--- config.mk ---
export PLATFORM = sky130hd
export DESIGN_NAME = ddr3_dfi_init_seq
export DESIGN_NICKNAME = d
export VERILOG_FILES = /design/src/rtl/ddr3_dfi_init_seq.sv
export SDC_FILE = /design/constraint.sdc
export NUM_CORES = 1
export LEC_CHECK = 0
export CAP_MARGIN = 20
export CORE_UTILIZATION = 50
export CTS_CLUSTER_DIAMETER = 200
export DETAILED_ROUTE_END_ITERATION = 16
export PLACE_DENSITY = 0.75
export SLEW_MARGIN = 20
export SYNTH_ARGS = -nofsm -noshare
export SYNTH_HDL_FRONTEND = slang
export SYNTH_SLANG_ARGS = --single-unit
export TNS_END_PERCENT = 100
--- constraint.sdc ---
create_clock -name clock -period 3.7 [get_ports clock]
set_clock_uncertainty 0.1 [all_clocks]
set_input_delay 0.74 -clock clock [delete_from_list [all_inputs] [get_ports clock]]
set_output_delay 0.74 -clock clock [all_outputs]
set_load 0.02 [all_outputs]
--- src/rtl/ddr3_dfi_init_seq.sv ---
// DDR3 power-up/initialisation sequencer driving the DFI command bus; every output is registered.
// Optional ZQ calibration step (ZQCL + tZQinit wait) is compiled only when DDR3_INIT_ZQCL_EN is defined.
module ddr3_dfi_init_seq #(
  parameter int                    ADDR_WIDTH   = 14,
  parameter int                    RESET_CYCLES = 20000,
  parameter int                    CKE_CYCLES   = 50000,
  parameter int                    TXPR         = 28,
  parameter int                    TMRD         = 4,
  parameter int                    TMOD         = 12,
  parameter int                    TZQINIT      = 512,
  parameter logic [ADDR_WIDTH-1:0] MR0          = 14'h0520,
  parameter logic [ADDR_WIDTH-1:0] MR1          = 14'h0044,
  parameter logic [ADDR_WIDTH-1:0] MR2          = 14'h0008,
  parameter logic [ADDR_WIDTH-1:0] MR3          = 14'h0000
) (
  input  logic                  clock,
  input  logic                  reset,
  input  logic                  dfi_init_complete,
  output logic                  dfi_reset_n,
  output logic                  dfi_cke,
  output logic                  dfi_cs_n,
  output logic                  dfi_ras_n,
  output logic                  dfi_cas_n,
  output logic                  dfi_we_n,
  output logic                  dfi_odt,
  output logic [2:0]            dfi_bank,
  output logic [ADDR_WIDTH-1:0] dfi_address,
  output logic                  init_done
);

  function automatic int max2(input int a, input int b);
    return (a > b) ? a : b;
  endfunction

  localparam int MAXC = max2(max2(max2(RESET_CYCLES, CKE_CYCLES), max2(TXPR, TMRD)),
                             max2(TMOD, TZQINIT));
  localparam int CW = (MAXC < 2) ? 1 : $clog2(MAXC + 1);
  localparam logic [ADDR_WIDTH-1:0] ZQ_ADDR = {{(ADDR_WIDTH-11){1'b0}}, 1'b1, 10'b0};

  typedef enum logic [3:0] {
    IDLE,
    RST_HOLD,
    CKE_WAIT,
    XPR,
    MRS2,
    MRS3,
    MRS1,
    MRS0,
    MOD,
`ifdef DDR3_INIT_ZQCL_EN
    ZQCL,
    ZQ_WAIT,
`endif
    DONE
  } state_t;

  // Reload value so that a state of length len lasts max(len,1) clocks.
  function automatic logic [CW-1:0] ld(input int len);
    return (len <= 1) ? '0 : CW'(len - 1);
  endfunction

  state_t                state_q, state_d;
  logic [CW-1:0]         cnt_q, cnt_d;
  logic                  reset_n_q, reset_n_d;
  logic                  cke_q, cke_d;
  logic [3:0]            cmd_q, cmd_d;
  logic [2:0]            bank_q, bank_d;
  logic [ADDR_WIDTH-1:0] addr_q, addr_d;
  logic                  done_q, done_d;
  logic                  entering;

  localparam logic [3:0] CMD_DESEL = 4'b1111;
  localparam logic [3:0] CMD_NOP   = 4'b0111;
  localparam logic [3:0] CMD_MRS   = 4'b0000;
  localparam logic [3:0] CMD_ZQCL  = 4'b0110;

  always_comb begin
    state_d = state_q;
    if (state_q == IDLE) begin
      if (dfi_init_complete) state_d = RST_HOLD;
    end else if (state_q != DONE && cnt_q == '0) begin
      case (state_q)
        RST_HOLD: state_d = CKE_WAIT;
        CKE_WAIT: state_d = XPR;
        XPR:      state_d = MRS2;
        MRS2:     state_d = MRS3;
        MRS3:     state_d = MRS1;
        MRS1:     state_d = MRS0;
        MRS0:     state_d = MOD;
`ifdef DDR3_INIT_ZQCL_EN
        MOD:      state_d = ZQCL;
        ZQCL:     state_d = ZQ_WAIT;
        ZQ_WAIT:  state_d = DONE;
`else
        MOD:      state_d = DONE;
`endif
        default:  state_d = DONE;
      endcase
    end
  end

  assign entering = (state_d != state_q);

  // MR0 is a single command cycle; MOD covers the rest of tMOD so MR0-to-next spacing is TMOD.
  always_comb begin
    cnt_d = (cnt_q != '0) ? cnt_q - 1'b1 : '0;
    if (entering) begin
      case (state_d)
        RST_HOLD: cnt_d = ld(RESET_CYCLES);
        CKE_WAIT: cnt_d = ld(CKE_CYCLES);
        XPR:      cnt_d = ld(TXPR);
        MRS2,
        MRS3,
        MRS1:     cnt_d = ld(TMRD);
        MOD:      cnt_d = ld(TMOD - 1);
`ifdef DDR3_INIT_ZQCL_EN
        ZQ_WAIT:  cnt_d = ld(TZQINIT - 1);
`endif
        default:  cnt_d = '0;
      endcase
    end
  end

  // Outputs are computed for the upcoming state and registered, so they line up with state_q.
  always_comb begin
    reset_n_d = 1'b1;
    cke_d     = 1'b1;
    cmd_d     = CMD_NOP;
    bank_d    = 3'd0;
    addr_d    = '0;
    done_d    = 1'b0;
    case (state_d)
      IDLE, RST_HOLD: begin
        reset_n_d = 1'b0;
        cke_d     = 1'b0;
        cmd_d     = CMD_DESEL;
      end
      CKE_WAIT: begin
        cke_d = 1'b0;
        cmd_d = CMD_DESEL;
      end
      MRS2: if (entering) begin cmd_d = CMD_MRS; bank_d = 3'd2; addr_d = MR2; end
      MRS3: if (entering) begin cmd_d = CMD_MRS; bank_d = 3'd3; addr_d = MR3; end
      MRS1: if (entering) begin cmd_d = CMD_MRS; bank_d = 3'd1; addr_d = MR1; end
      MRS0: if (entering) begin cmd_d = CMD_MRS; bank_d = 3'd0; addr_d = MR0; end
`ifdef DDR3_INIT_ZQCL_EN
      ZQCL: if (entering) begin cmd_d = CMD_ZQCL; addr_d = ZQ_ADDR; end
`endif
      DONE: done_d = 1'b1;
      default: ;
    endcase
  end

  always_ff @(posedge clock or posedge reset) begin
    if (reset) begin
      state_q   <= IDLE;
      cnt_q     <= '0;
      reset_n_q <= 1'b0;
      cke_q     <= 1'b0;
      cmd_q     <= CMD_DESEL;
      bank_q    <= 3'd0;
      addr_q    <= '0;
      done_q    <= 1'b0;
    end else begin
      state_q   <= state_d;
      cnt_q     <= cnt_d;
      reset_n_q <= reset_n_d;
      cke_q     <= cke_d;
      cmd_q     <= cmd_d;
      bank_q    <= bank_d;
      addr_q    <= addr_d;
      done_q    <= done_d;
    end
  end

  assign dfi_reset_n = reset_n_q;
  assign dfi_cke     = cke_q;
  assign dfi_cs_n    = cmd_q[3];
  assign dfi_ras_n   = cmd_q[2];
  assign dfi_cas_n   = cmd_q[1];
  assign dfi_we_n    = cmd_q[0];
  assign dfi_odt     = 1'b0;
  assign dfi_bank    = bank_q;
  assign dfi_address = addr_q;
  assign init_done   = done_q;

endmodule

==> summary.md <==
| Metric | Value |
|---|---|
| Cts hold-fix bufs | 0 |
| Die Width | 60.02 um |
| Final HPWL DP | 2278 um |
| PnR Total Power | 0.5438 mW |
| Vias in the first global route | 1,180 |
| Main combinational cell family by area after synthesis | simple AND/OR/NAND/NOR gates |
| Diode count | 0 |
| DRT iter0 DRCs | 22 |
| Nets | 192 |
| Row count | 20 |
| H-tree levels | 2 |
| Drt wl/cell | 13.21 um |
| DR pass1 iterations | 4 |
| TritonCTS Buffers | 5 |
| Vias per cell | 5.342 |
| Multiplexer share of the synthesized area | 0.5948% |
| Leading area contributor after synthesis | dfrtp_1 |
| Slew HR | 60.60% |
| Tot GR Track Use | 20.39% |
| IO buf count | 17 |
| Peak supply drop | 0.0002117 V |
| Deepest clock path buffer count | 2 |
| Worst reg2reg endpoint | cnt_q[1] |
| Ys async rst share | 100.0% |
| Number of synthesized flops with an enable pin | 0 |
| Final Slew Violations | 0 |
| Register area share after synthesis | 44.76% |
| Hold Crit Start | cnt_q[0] |
| Final setup viols | 0 |
| Leak Pwr | 0.7715 nW |
| Setup ws final | 0.7523 ns |
| RSZ-0062 raised after global routing | false |
| Reg2Reg Depth | 7 |
| First-pass GRT wire length | 5257 um |
| Min-Delay Path Depth | 1 |
| Hold-critical path endpoint | cnt_q[0] |
| Post-CTS Resized | 0 |
| Syn avg cell area | 9.958 um2 |
| Initial antenna violation count | 0 |
| Proportion of netlist area held by the largest area contributor | 41.64% |
| Synth Area in Simple Gates | 20.52% |
| Kind of critical path | flop to flop |
| Clock Latency Late Sink | 0.33 ns |
| Outcome | finished clean |
| Clk slew on worst S/H paths | 0.09 ns |
| TNS Setup | 0 ns |
| Worst Tran Pin Value | 0.5901 ns |
| Synth Area in Compound Gates | 12.42% |
| Tcrit/Tclk final | 79.67% |
| R2R Path Start | cnt_q[6] |
| Post-synthesis adder-cell area fraction | 4.461% |
| Hold Path Class | flop to flop |
| Reg2Reg Setup Slack | 0.75 ns |
| Ratio of cells with drive above 1 in the final layout | 11.41% |
| Area growth, synth to finish | 10.93% |
| Core area | 0.003128 mm2 |
| Unique cell type count in the Yosys netlist | 43 |
| Worst setup SP type | flop |
| TritonCTS clock tree | built |
| Peak fanout along the critical path | 10 |
| PD cells | 291.3 mW/mm2 |
| Synth Area in XOR/XNOR | 6.766% |
| Critical Path RT | 3.82 ns |
| Synth top area cells | dfrtp_1, buf_4, xnor2_1 |
| Worst Path Arrival | 3.06 ns |
| Pre-CTS setup slack | 0.7578 ns |
| Crit path capture type | flop |
| GR Overflow Total | 0 |
| Max-cap viol count | 0 |
| Cell Area, Synth | 0.001683 mm2 |
| Cells after synthesis | 169 |
| RePlAce Congestion | 0.8575 |
| Most frequent cell after synthesis | dfrtp_1 |
| Clock Sinks | 30 |
| Top cells by instance count after synthesis | dfrtp_1, nor2_1, buf_4, xnor2_1 |
| Residual DRC | 0 |
| Antenna Nets Post-Route | 0 |
| FMAX | 339.2 MHz |
| Die height | 60.02 um |
| Final Hold Viols | 0 |
| CTS root buf | clkbuf_4 |
| Fin crit period | 2.948 ns |
| Synth warn | 0 |
| Top_reg_cell synth | dfrtp_1 |
| Post-CTS setup buffer count | 0 |
| WL final | 3012 um |
| Yosys reg bits | 30 |
| Initial core utilization | 53.80% |
| Pin count of the biggest net entering global routing | 31 |
| Via count | 1,218 |
| Top Ports | 28 |
| Die area | 0.003602 mm2 |
[layer usage]
metal / part of all wire [%] / wire length, um / global-route usage, %
met5: 0 / 0 / 0
met4: 2.6 / 77 / 10.63
met3: 3.6 / 109 / 6.494
met2: 51 / 1546 / 33.49
met1: 42 / 1279 / 23.69
[stage by stage]
stage	instances	utilization (%)	hold slack, ns	cell area (um2)
3_5_place_dp	220	57.76	0.4192	1807
4_1_cts	228	59.68	0.4331	1867
5_1_grt	228	59.68	0.4794	1867
2_1_floorplan	178	-	0.3749	1717
6_report	228	59.68	0.4322	1867
3_3_place_gp	220	57.76	0.4137	1807
[placed cells by master, fill, tap and decap left out, drive strengths merged, types with 5 or more instances in the layout]
cell type / n
conb: 10
nand2: 10
clkbuf: 7
nor2: 18
a21oi: 6
inv: 10
nand3: 5
clkdlybuf4s50: 17
dfrtp: 28
o21ai: 10
ha: 6
nor4: 8
xnor2: 11
[kinds of logic (layout without fill, tap and decap cells)]
group	count (synthesis)	after routing
AOI/OAI and AO/OA	30	30
xor gates and xnor gates	13	13
adders and majority gates	6	6
buffers and inverters	29	35
DFF	30	30
muxes	1	1
other	1	10
and+or+nand+nor	59	59
[critical path, cell delays in order, from the launching register on]
cell      delay (ns)
dfrtp_1         0.43
or4_4           0.60
or4_4           0.47
nor4_4          0.29
a31o_1          0.39
nand2_1         0.19
a21boi_0        0.27
o22ai_1         0.09
[report_power, final]
part	internal (mW)	switching [mW]
registers	0.328	0
clock network	0.0919	0.107
logic	0.00199	0.0154
total	0.422	0.122
[worst max-delay path by stage]
stage               startpoint  cells after the start  slack (ns)  endpoint
finish                cnt_q[6]                      7        0.75  cnt_q[1]
global route          cnt_q[0]                      9        0.51  cnt_q[6]
CTS                   cnt_q[6]                      7        0.76  cnt_q[1]
detailed placement    cnt_q[6]                      7        0.76  cnt_q[1]
global placement      cnt_q[6]                      7        0.89  cnt_q[1]
floorplan             cnt_q[6]                      8        1.11  cnt_q[0]
[flip-flops by register name, indices dropped and copies added (netlist names)]
name and flops:
cmd_q 2, cnt_q 16, dfi_address 3, dfi_bank 2
dfi_cke 1, dfi_reset_n 1, init_done 1, state_q 4
[final cells by class]
cell class | instances | area [um2]
repair buffers | 17 | 170.2
inverters | 10 | 37.54
flip-flops and latches | 30 | 753.2
fillers | 274 | 1261
clock inverters | 1 | 5.005
multi-input cells | 119 | 790.8
well taps | 44 | 55.05
clock buffers | 7 | 55.05
Note: power is estimated with default switching activity, not from simulation.
